`config.mk`:
```
export PLATFORM = sky130hd
export DESIGN_NAME = traffic_light_controller_nway
export DESIGN_NICKNAME = d
export VERILOG_FILES = /design/src/rtl/traffic_light_controller_nway_pkg.sv /design/src/rtl/traffic_light_controller_nway_rr_next_way.sv /design/src/rtl/traffic_light_controller_nway.sv
export SDC_FILE = /design/constraint.sdc
export NUM_CORES = 1
export LEC_CHECK = 0
export ABC_AREA = 0
export CAP_MARGIN = 5
export CORE_MARGIN = 5
export CORE_UTILIZATION = 56
export DETAILED_ROUTE_END_ITERATION = 16
export PLACE_DENSITY = 0.84
export SLEW_MARGIN = 25
export SYNTH_ARGS = -nofsm -noshare
export SYNTH_HDL_FRONTEND = slang
export SYNTH_SLANG_ARGS = --single-unit
```
`constraint.sdc`:
```
create_clock -name clk -period 5.3 [get_ports clk]
set_clock_uncertainty 0.1 [all_clocks]
set_input_delay 0.795 -clock clk [delete_from_list [all_inputs] [get_ports clk]]
set_output_delay 0.795 -clock clk [all_outputs]
set_load 0.01 [all_outputs]
```
`src/rtl/traffic_light_controller_nway_pkg.sv`:
```
// Shared phase encoding for the N-way traffic light controller.
// Code 2'd3 is never produced and is decoded as all-red.
package traffic_light_controller_nway_pkg;

    typedef enum logic [1:0] {
        PH_GREEN   = 2'd0,
        PH_YELLOW  = 2'd1,
        PH_ALL_RED = 2'd2
    } phase_e;

endpackage

```
`src/rtl/traffic_light_controller_nway_rr_next_way.sv`:
```
// Round-robin way picker: first requesting way after cur_way, wrapping, with cur_way itself last.
// With no requests next_way echoes cur_way and any_req is low.
module rr_next_way #(
    parameter int NUM_WAYS = 4,
    parameter int WW       = $clog2(NUM_WAYS)
) (
    input  logic [NUM_WAYS-1:0] req,
    input  logic [WW-1:0]       cur_way,
    output logic [WW-1:0]       next_way,
    output logic                any_req
);

    always_comb begin
        next_way = cur_way;
        any_req  = 1'b0;
        for (int i = 1; i <= NUM_WAYS; i++) begin
            if (!any_req && req[(int'(cur_way) + i) % NUM_WAYS]) begin
                next_way = WW'((int'(cur_way) + i) % NUM_WAYS);
                any_req  = 1'b1;
            end
        end
    end

endmodule

```
`src/rtl/traffic_light_controller_nway.sv`:
```
// N-way sensor-driven round-robin traffic light controller with min/max green,
// yellow and all-red clearance timing plus emergency preemption.
module traffic_light_controller_nway
    import traffic_light_controller_nway_pkg::*;
#(
    parameter  int NUM_WAYS    = 4,
    parameter  int MIN_GREEN   = 8,
    parameter  int MAX_GREEN   = 32,
    parameter  int YELLOW_CYC  = 3,
    parameter  int ALL_RED_CYC = 2,
    localparam int WW          = $clog2(NUM_WAYS),
    localparam int TW          = $clog2(MAX_GREEN + 1)
) (
    input  logic                clk,
    input  logic                rst,
    input  logic [NUM_WAYS-1:0] t,
    input  logic                preempt_req,
    input  logic [WW-1:0]       preempt_way,
    output logic [NUM_WAYS-1:0] red,
    output logic [NUM_WAYS-1:0] yellow,
    output logic [NUM_WAYS-1:0] green,
    output logic [1:0]          phase,
    output logic [WW-1:0]       active_way
);

    phase_e              phase_q, phase_d;
    logic [TW-1:0]       timer_q, timer_d;
    logic [WW-1:0]       way_q, way_d;
    logic                fresh_q, fresh_d;
    logic [NUM_WAYS-1:0] red_q, red_d;
    logic [NUM_WAYS-1:0] yellow_q, yellow_d;
    logic [NUM_WAYS-1:0] green_q, green_d;

    logic                preempt_valid;
    logic [NUM_WAYS-1:0] way_sel;
    logic                yield;
    logic [WW-1:0]       rr_next;
    logic                rr_any;

    assign preempt_valid = preempt_req && (int'(preempt_way) < NUM_WAYS);
    assign way_sel       = NUM_WAYS'(1) << way_q;
    assign yield         = |(t & ~way_sel);

    rr_next_way #(
        .NUM_WAYS (NUM_WAYS),
        .WW       (WW)
    ) u_rr (
        .req      (t),
        .cur_way  (way_q),
        .next_way (rr_next),
        .any_req  (rr_any)
    );

    // fresh_q marks the first all-red after reset, where an idle intersection starts on way 0.
    always_comb begin
        phase_d = phase_q;
        way_d   = way_q;
        fresh_d = fresh_q;
        timer_d = (timer_q == TW'(MAX_GREEN)) ? timer_q : timer_q + TW'(1);

        case (phase_q)
            PH_GREEN: begin
                if (preempt_valid) begin
                    if (preempt_way != way_q) begin
                        phase_d = PH_YELLOW;
                        timer_d = '0;
                    end
                end else if (yield && timer_q >= TW'(MIN_GREEN - 1) &&
                             (!t[way_q] || timer_q >= TW'(MAX_GREEN - 1))) begin
                    phase_d = PH_YELLOW;
                    timer_d = '0;
                end
            end
            PH_YELLOW: begin
                if (timer_q == TW'(YELLOW_CYC - 1)) begin
                    phase_d = PH_ALL_RED;
                    timer_d = '0;
                end
            end
            default: begin
                if (timer_q == TW'(ALL_RED_CYC - 1)) begin
                    phase_d = PH_GREEN;
                    timer_d = '0;
                    fresh_d = 1'b0;
                    if (preempt_valid) begin
                        way_d = preempt_way;
                    end else if (rr_any) begin
                        way_d = rr_next;
                    end else if (fresh_q) begin
                        way_d = '0;
                    end
                end
            end
        endcase
    end

    // Lamps follow the next state so they change on the same edge as the phase register.
    always_comb begin
        red_d    = '1;
        yellow_d = '0;
        green_d  = '0;
        if (phase_d == PH_GREEN) begin
            green_d[way_d] = 1'b1;
            red_d[way_d]   = 1'b0;
        end else if (phase_d == PH_YELLOW) begin
            yellow_d[way_d] = 1'b1;
            red_d[way_d]    = 1'b0;
        end
    end

    always_ff @(posedge clk or posedge rst) begin
        if (rst) begin
            phase_q  <= PH_ALL_RED;
            timer_q  <= '0;
            way_q    <= WW'(NUM_WAYS - 1);
            fresh_q  <= 1'b1;
            red_q    <= '1;
            yellow_q <= '0;
            green_q  <= '0;
        end else begin
            phase_q  <= phase_d;
            timer_q  <= timer_d;
            way_q    <= way_d;
            fresh_q  <= fresh_d;
            red_q    <= red_d;
            yellow_q <= yellow_d;
            green_q  <= green_d;
        end
    end

    assign red        = red_q;
    assign yellow     = yellow_q;
    assign green      = green_q;
    assign phase      = phase_q;
    assign active_way = way_q;

endmodule

```
# --- Word-level counts from Yosys, hierarchy flattened ---
# Index checks and enable logic that the tools add are counted.
op_classes:
  addsub: 5
  n_lt_le_gt_ge: 9
  eq_ne: 6
  n_shift: 1
  muxes: 47
  bitwise_logic: 8
  n_reduce_logical: 20
ops:
  columns: ["operator", "n"]
  rows:
  - ["2-to-1 mux 6 bit", 6]
  - ["2-to-1 mux 2 bit", 14]
  - ["2-to-1 mux 4 bit", 5]
  - ["less-than comparator 3 x 4 -> 1 bit (second input constant)", 4]
  - ["2-to-1 mux 1 bit", 14]
  - ["case mux 6 bit (2 select lines)", 1]
  - ["binary-select mux 1 bit (select 2 bit)", 5]
  - ["OR reduction 2 bit", 5]
  - ["inverter 4 bit", 2]
  - ["adder 6 x 1 -> 6 bit (second input constant)", 1]
  - ["equality test 6 x 1 -> 1 bit (second input constant)", 1]
  - ["equality test 6 x 2 -> 1 bit (second input constant)", 1]
  - ["equality test 6 bit (second input constant)", 1]
  - [">= comparator 6 x 3 -> 1 bit (second input constant)", 1]
  - [">= comparator 6 x 5 -> 1 bit (second input constant)", 1]
  - ["logical AND 1 bit", 6]
  - ["less-than comparator 2 x 3 -> 1 bit (second input constant)", 2]
  - ["adder 2 x 1 -> 2 bit (second input constant)", 2]
  - ["adder 2 bit (second input constant)", 2]
  - ["bitwise AND 1 bit (first input constant)", 4]
  - ["bitwise AND 4 bit", 1]
  - ["equality test 2 x 1 -> 1 bit (second input constant)", 2]
  - ["zero test 1 bit", 4]
  - ["zero test 2 bit", 2]
  - ["9 further kinds", 9]
totals:
  regBits: 23

# --- Longest topological paths before layout ---
# Gate-level depths: netlist of the first run.
logic_depth:
  depth_word: 27
  mapped_depth: 9
  ltp_nobuf: 7

# --- By module ---
# A second synthesis of the first run with hierarchy kept.
hier_totals:
  cells_unflattened: 137
  area_unflattened_um2: 1362.6
modules_own_cells:
  columns: ["mod", "instances", "cells_each", "area_each_um2"]
  rows:
  - ["traffic_light_controller_nway", 1, 123, 1280.0]
  - ["rr_next_way", 1, 14, 82.6]

# --- Worst setup path after synthesis of the first run ---
# No wires, ideal clock.
synth_timing:
  kind: "register -> register"
  startpoint: "register way_q[1], in the netlist active_way[1]"
  endpoint: "register red_q[1], in the netlist red[1]"
  t_arrival_ns: 2.266
  t_required_ns: 5.112
  setup_slack_ns: 2.846
  path_stages_with_launch: 9
  path_cell_list: "dfstp_2 -> buf_2 -> inv_1 -> ha_1 -> mux2i_1 -> a211oi_1 -> o22ai_1 -> a221oi_2 -> or3b_1"
synth_between:
  elab_chain_cells: 25
  elab_cells_between_ends: 60
  cone_classes: "add/sub (4); order compare (2); eq/ne (2); shift (1); mux (35); bitwise (3); reduce/logical (13)"
synth_lines:
  columns: ["item", "line", "source"]
  rows:
  - ["start: declaration", "traffic_light_controller_nway.sv:28", "logic [WW-1:0] way_q, way_d;"]
  - ["start signal: assignment", "traffic_light_controller_nway.sv:115", "way_q <= WW'(NUM_WAYS - 1);"]
  - ["start signal: assignment", "traffic_light_controller_nway.sv:123", "way_q <= way_d;"]
  - ["adder 2 x 1 -> 2 bit", "traffic_light_controller_nway_rr_next_way.sv:17, traffic_light_controller_nway_rr_next_way.sv:18", null]
  - ["binary-select mux 1 bit (select 2 bit)", "traffic_light_controller_nway_rr_next_way.sv:17", "if (!any_req && req[(int'(cur_way) + i) % NUM_WAYS]) begin"]
  - ["2-to-1 mux 1 bit (implied by the code) (2 in a row)", "traffic_light_controller_nway_rr_next_way.sv:17", null]
  - ["2-to-1 mux 1 bit", "traffic_light_controller_nway_rr_next_way.sv:17", null]
  - ["zero test 1 bit", "traffic_light_controller_nway_rr_next_way.sv:17", null]
  - ["logical AND 1 bit", "traffic_light_controller_nway_rr_next_way.sv:17", null]
  - ["2-to-1 mux 1 bit", "traffic_light_controller_nway_rr_next_way.sv:17", null]
  - ["zero test 1 bit", "traffic_light_controller_nway_rr_next_way.sv:17", null]
  - ["[9 not listed]", null, null]
  - ["less-than comparator 2 x 3 -> 1 bit (implied by the code) / >= comparator 2 x 1 -> 1 bit (equally long branches)", "traffic_light_controller_nway.sv:104, traffic_light_controller_nway.sv:107", null]
  - ["logical AND 1 bit (implied by the code)", "traffic_light_controller_nway.sv:104, traffic_light_controller_nway.sv:107", null]
  - ["2-to-1 mux 1 bit (implied by the code)", "traffic_light_controller_nway.sv:104, traffic_light_controller_nway.sv:107", null]
  - ["demux 1 bit (select 2 bit)", "traffic_light_controller_nway.sv:104, traffic_light_controller_nway.sv:107", null]
  - ["inverter 4 bit (no source line)", null, null]
  - ["2-to-1 mux 4 bit", "traffic_light_controller_nway.sv:105", "end else if (phase_d == PH_YELLOW) begin"]
  - ["2-to-1 mux 4 bit (*)", "traffic_light_controller_nway.sv:102", "if (phase_d == PH_GREEN) begin"]
  - ["net red_d[1]", "traffic_light_controller_nway.sv:30", "logic [NUM_WAYS-1:0] red_q, red_d;"]
  - ["end signal: assignment", "traffic_light_controller_nway.sv:125", "red_q <= red_d;"]
  - ["end: declaration", "traffic_light_controller_nway.sv:30", null]
# The timed path passes the listed nets; every way through them passes the cells marked *. The select of a mux whose other input is x is not followed.
# A chain may end at the register's enable or synchronous reset.

# --- Worst setup path in the final report of the first run ---
layout_timing:
  startpoint: "register way_q[0], in the netlist active_way[0]"
  endpoint: "register red_q[1], in the netlist red[1]"
# Same word-level chain as after synthesis.

==> key figures, run 1 <==
Power
  – Combinational Power Share: 55.7%
  – Int Pwr: about 0.00054 W
  – Worst VDD drop: 0.000411 V
  – Psw: between 0.0004 and 0.0005 W
  – Sw Share: between 40% and 50%
  – P_leak: roughly 0.73 nW
  – Sequential group share of total power: 35.6%
  – Power density over cell area: between 500 and 600 nW/um2
  – Pwr Total: roughly 0.00095 W
  – Clock share of power: 8.8%

Clocking
  – Setup bufs post-CTS: 0
  – Htree depth: 1
  – Clock-pin slew on the worst setup and hold paths: roughly 0.13 ns
  – Hold Buf Count CTS: 0
  – CTS root buffer: clkbuf_4
  – CTS max path bufs: 2
  – CTS tree: built
  – Total CTS buffers: 3
  – Clock sink count: 23
  – Post-cts resize count: 0
  – Worst skew pair latency: 0.31 ns

Final layout
  – Fin cells: approximately 180
  – End-of-flow core utilization: about two thirds
  – Area growth from synthesis to layout: 19.2%
  – Layout cells sized above 1: between 10% and 20%
  – Fillers: slightly below 200
  – Ant. Diodes: 0
  – Fin nets: around 170

Yosys
  – XOR/XNOR share of the synthesized area: 4.34%
  – Most frequent cell after synthesis: dfrtp_1
  – Mux share of post-synthesis cell area: roughly 7.1%
  – Synth area leader: dfrtp_1
  – Syn Nets: between 100 and 150
  – Avg Cell Area, Syn: roughly 11 um2
  – Simple-gate share of the synthesized area: between 20% and 30%
  – Cell Area, Synth: between 1000 and 1500 um2
  – Commonest register cell after synthesis: dfrtp_1
  – Mapped Cells: around 130
  – Post-synth EDFFs: 0
  – Largest family of logic cells by synthesized area: simple AND/OR/NAND/NOR gates
  – Yosys cell types: 50
  – Main area contributors after synthesis: dfrtp_1 27%, dfstp_2 15%, ha_1 7.1%
  – Post-synthesis register bit count: 23
  – Sequential share of the synthesized area: between 40 and 50%
  – Synth warn: 0
  – Synth cell count leaders: 15 x dfrtp_1, 9 x nor2_1, 8 x dfstp_2, 8 x ha_1, 7 x inv_1
  – Compound-Gate Fraction of Synth Area: about an eighth
  – Synth Area in Adders: between 7 and 8%
  – Ys async rst share: between 90% and 100%
  – Top cell type's share of synthesized area: about a quarter

Timing
  – Worst slew pin tran: 0.856 ns
  – Final max-slew violation count: 0
  – TNS Setup: 0 ns
  – Period utilization: 55.8%
  – Final hold vios: 0
  – Max-slew headroom: a little over two fifths
  – Fin crit period: between 2 and 3 ns
  – RSZ-0062 raised after global routing: no
  – F_max: between 300 and 400 MHz
  – # setup viols final: 0
  – Min Hold Slack: between 0.4 and 0.5 ns

Critical path
  – Slowest Stage Delay on Critical Path: roughly 0.73 ns
  – Worst Setup End Kind: flip-flop
  – Crit path max-delay family: compound AO/OA/AOI/OAI gates
  – Setup crit start: active_way[0]
  – Critical path's slowest cell: dfstp_2
  – CP arrival: between 3 and 4 ns
  – Crit-path cells: inv_1, ha_1, mux2i_1, a211oi_1, o22ai_1, a221oi_2, or3b_1
  – Worst path buffer plus inverter count: 1
  – CP required: approximately 5.5 ns
  – Startpoint types: flip-flop
  – Setup CP Type: reg2reg
  – R2r startpoint: active_way[0]
  – Critical Path Fanout Max: 14

Die
  – Rows: 18
  – Die area: between 3000 and 4000 um2
  – Chip Height: approximately 60 um
  – CORE AREA: 2450 um2
  – # IOs: 25
  – Initial core utilization: 57.5%
  – Chip width: approximately 60 um

Global routing
  – Initial antenna violation count: 0
  – Vias in the first global route: 995
  – Overall Global Routing Usage: between 10% and 20%
  – GRT overflow: 0
  – Largest net degree at the start of global routing: 24
  – Wire length of the first global-routing pass: 4560 um

Flow run
  – Max_cap viols: 0

Placement
  – Final RePlAce weighted congestion: 0.807
  – Input/output buffers: 24
  – Dpl cells: 180
  – Hpwl dp: 2150 um

Run status
  – Status: complete, no violations

Drt
  – Metal3 WL: between 100 and 150 um
  – First-pass iteration count of the detailed router: 4
  – Vias per std cell: around 5.7
  – Post-detailed-route wirelength per cell: between 15 and 20 um
  – DR WL met2: about 1300 um
  – Number of routed nets with antenna violations: 0
  – Via Count: approximately 1000
  – Top Metal Used: met4
  – Met1 wire length: 1300 um
  – Post-Route WL: 2850 um
  – Residual DRC count: 0
  – DRT iter0 DRCs: 56

Worst hold path
  – Hold path startpoint: fresh_q
  – Worst Hold Class: reg2reg
## logic make-up after synthesis
logic type	count (synthesis)
AND/OR/NAND/NOR	49
AO/OA/AOI/OAI	23
flip-flops	23
buffers and inverters	14
multiplexers	8
adder cells (fa/ha/maj)	8
XOR/XNOR	7
## worst register-to-register path: stages, from the launching register on
cell	delay, ns
dfstp_2	0.73
inv_1	0.11
ha_1	0.37
mux2i_1	0.14
a211oi_1	0.24
o22ai_1	0.12
a221oi_2	0.69
or3b_1	0.41
## layout by cell type (no fill, tap or decap), types with 2 or more instances in the layout
cell type,Yosys,final
and3_1,2,2
a211oi_1,3,3
nor2b_1,2,2
ha_1,8,8
a211o_1,2,2
nand2b_1,5,5
nor4b_2,2,2
clkbuf_4,0,3
and2_1,3,3
dfstp_2,8,8
nand2_1,4,4
xor2_1,3,3
xnor2_1,4,4
inv_1,7,7
nand3_1,5,5
mux2i_1,4,4
nor3_1,6,6
a21oi_1,5,5
clkdlybuf4s50_1,0,24
o21ai_1,2,2
nor2_1,9,9
dfrtp_1,15,15
a41oi_1,2,2
## power groups by stage
stage / clock (W) / sequential, W / combinational (W)
after floorplan: 0 / 0.000317 / 0.000394
after global placement: 0 / 0.000335 / 0.000519
after detailed placement: 0 / 0.000342 / 0.000528
after CTS: 0.0000871 / 0.000338 / 0.000533
after global routing: 0.0000954 / 0.000351 / 0.000577
final: 0.0000833 / 0.000337 / 0.000528
## area by class of cell
cell class | count | area [um2] | share of cell area, %
Inverter | 8 | 30.0 | 1.78
Tap cell | 30 | 37.5 | 2.23
Multi-Input combinational cell | 95 | 761 | 45.2
Clock inverter | 1 | 7.51 | 0.446
Sequential cell | 23 | 586 | 34.8
Timing Repair Buffer | 24 | 240 | 14.3
Clock buffer | 3 | 22.5 | 1.34
## path summary, 6_finish.rpt
path	end	slack [ns]	cells past startpoint
worst max-delay path	red[1]	2.34	7
worst min-delay path	fresh_q	0.42	1
worst max register to register	red[1]	2.34	7
worst min register to register	fresh_q	0.42	1
max in group asynchronous	green[1]	3.74	2
min in group asynchronous	yellow[3]	0.84	2
## routing by layer
metal | vias to the layer above | global-route usage, %
met5 | - | 0
met4 | 0 | 8.86
met3 | 8 | 3.67
met2 | 26 | 27.8
met1 | 486 | 21.2
li1 | 524 | -
## sequential cells by signal, indices dropped and copies added, names as in the netlist
| register | count |
|---|---|
| yellow | 4 |
| fresh_q | 1 |
| phase | 2 |
| red | 4 |
| active_way | 2 |
| timer_q | 6 |
| green | 4 |
## per-stage QoR
stage,instance area (um2),setup slack [ns]
finish,1680,2.34
global route,1680,2.20
CTS,1680,2.34
detailed placement,1650,2.04
global placement,1650,2.09
floorplan,1410,2.85
Power figures use the tool's default switching activity.
==> run 2, diff against run 1 <==
Settings changed: CORE_UTILIZATION 56 to 47, PLACE_DENSITY 0.84 to 0.75.
Clock period 5.3 ns to 2.6 ns, I/O delays scaled along.
==> run 2 against run 1 <==
Non-clock buffer count increased by 10. Flip-flop and latch count stayed put. Largest cell class unchanged. Clock-buffer cell count did not move.
==> key figures, run 2 (synthesis gave the netlist of run 1 again) <==
Critical path
  – CP arrival: 2.61 ns
  – Critical Path Fanout Max: 10
  – Critical path's slowest cell: dfstp_2
  – Crit-path cells: buf_4, mux4_2, o21ai_1, a211oi_1, or3_4, nor4b_2
  – R2r setup slk: between 0.1 and 0.15 ns
  – CP required: 2.75 ns
  – Worst Setup End Kind: flip-flop
  – R2r startpoint: active_way[0]
  – Worst reg2reg path depth: 6
  – Setup CP Type: reg2reg
  – Startpoint types: flip-flop
  – Slowest Stage Delay on Critical Path: 0.55 ns
  – Reg-to-reg endpoint: yellow[1]

Final layout
  – Max FFs per register: 6
  – Largest Register: timer_q
  – Most frequent cells in the layout: 24 x clkdlybuf4s50_1, 15 x dfrtp_1, 10 x buf_4, 9 x nor2_1
  – Area growth from synthesis to layout: 25.0%
  – Ant. Diodes: 0
  – Most common cell after layout, fill and taps aside: clkdlybuf4s50_1
  – Layout cells sized above 1: about a fifth
  – End-of-flow core utilization: a little over three fifths
  – Fin nets: between 150 and 200
  – Final instance area: between 1500 and 2000 um2

Flow run
  – Max_cap viols: 0

Clocking
  – Clock-pin slew on the worst setup and hold paths: ~0.13 ns
  – CTS root buffer: clkbuf_4
  – Total CTS buffers: 3
  – Htree depth: 1
  – Clock sink count: 23
  – Hold Buf Count CTS: 0
  – CTS max path bufs: 2
  – CTS tree: built
  – Worst skew pair latency: approximately 0.33 ns
  – Setup bufs post-CTS: 0

Drt
  – Post-Route WL: around 3200 um
  – Residual DRC count: 0
  – Number of routed nets with antenna violations: 0
  – Via Count: around 1100
  – DRT iter0 DRCs: 33
  – Vias per std cell: between 5 and 6
  – Post-detailed-route wirelength per cell: about 16 um
  – First-pass iteration count of the detailed router: 4

Placement
  – Hpwl dp: 2390 um
  – Final RePlAce weighted congestion: roughly 0.82
  – Place WS: approximately 0.0067 ns
  – Dpl cell area: between 1500 and 2000 um2
  – Input/output buffers: 24

Timing
  – RSZ-0062 raised after global routing: no
  – Max-slew headroom: about 70%
  – Worst slew pin tran: ~0.47 ns
  – Fin crit period: 2.47 ns
  – Final max-slew violation count: 0
  – # setup viols final: 0
  – Final hold vios: 0
  – Period utilization: 94.8%
  – Final setup margin: ~0.13 ns
  – TNS Setup: 0 ns
  – F_max: roughly 410 MHz

Run status
  – Status: complete, no violations

Power
  – P_leak: just under 0.8 nW
  – Worst VDD drop: 0.000639 V
  – Power density over cell area: about 1200 nW/um2

Global routing
  – GRT overflow: 0
  – Vias in the first global route: about 1100
  – Wire length of the first global-routing pass: 5230 um
  – Overall Global Routing Usage: roughly 16%
  – Largest net degree at the start of global routing: 18
  – Initial antenna violation count: 0

Die
  – Initial core utilization: 49.9%
  – Chip width: around 65 um
  – # IOs: 25
  – Chip Height: around 65 um
  – Die area: between 4000 and 5000 um2
  – Rows: 19
  – CORE AREA: around 2800 um2

Worst hold path
  – Worst Hold Class: in2async
run 2: worst max-delay path by stage:
stage / to / slack (ns) / start / cells past startpoint
global route: green[3] / 0.01 / active_way[1] / 8
detailed placement: yellow[1] / 0.007 / t[3] / 6
finish: yellow[1] / 0.13 / active_way[0] / 6
floorplan: red[1] / 0.15 / active_way[1] / 8
global placement: yellow[1] / 0.06 / t[2] / 6
CTS: yellow[0] / 0.12 / active_way[0] / 6
run 2: critical path: cells and delay by family (launching register included):
| family | cells | cell delay [ns] |
|---|---|---|
| AOI/OAI and AO/OA | 2 | 0.34 |
| buffers and inverters | 1 | 0.18 |
| DFF | 1 | 0.55 |
| muxes | 1 | 0.53 |
| and+or+nand+nor | 2 | 0.68 |
run 2: layout make-up:
type	instances	area (um2)
Fill cell	240	1060
Tap cell	31	38.8
Inverter	8	30.0
Clock buffer	3	22.5
Timing Repair Buffer	34	315
Clock inverter	1	7.51
Sequential cell	23	586
Multi-Input combinational cell	95	766
run 2: stage by stage:
stage | std cells | hold slack (ns) | total power [W]
after floorplan | 132 | 0.286 | 0.00145
after global placement | 191 | 0.388 | 0.00182
after detailed placement | 191 | 0.405 | 0.00186
after CTS | 195 | 0.175 | 0.00204
after global routing | 195 | 0.186 | 0.00221
final | 195 | 0.177 | 0.00205
run 2: power breakdown:
group / switching [W] / internal, W / total [W]
Sequential: 0.000120 / 0.000516 / 0.000635
Clock: 0.000114 / 0.0000590 / 0.000173
Combinational: 0.000643 / 0.000594 / 0.00124
Total: 0.000877 / 0.00117 / 0.00205
run 2: repair_timing:
action / in CTS / in global routing
gates resized for setup: 0 / 1
setup endpoints to repair: 0 / 1
endpoints found under the hold margin: 0 / 0
run 2: routing by layer:
metal  vias up  track usage (%)  wire length (um)
li1        536                -                 -
met1       545             19.7              1340
met2        49             27.1              1470
met3         7             3.45               236
met4         0             7.12                98
met5         -                0                 0
==> run 3, diff against run 2 <==
Settings changed: CTS_CLUSTER_DIAMETER set to 50.
==> results of run 3 <==
The final DEF is identical to that of run 2; final timing and power are the same.
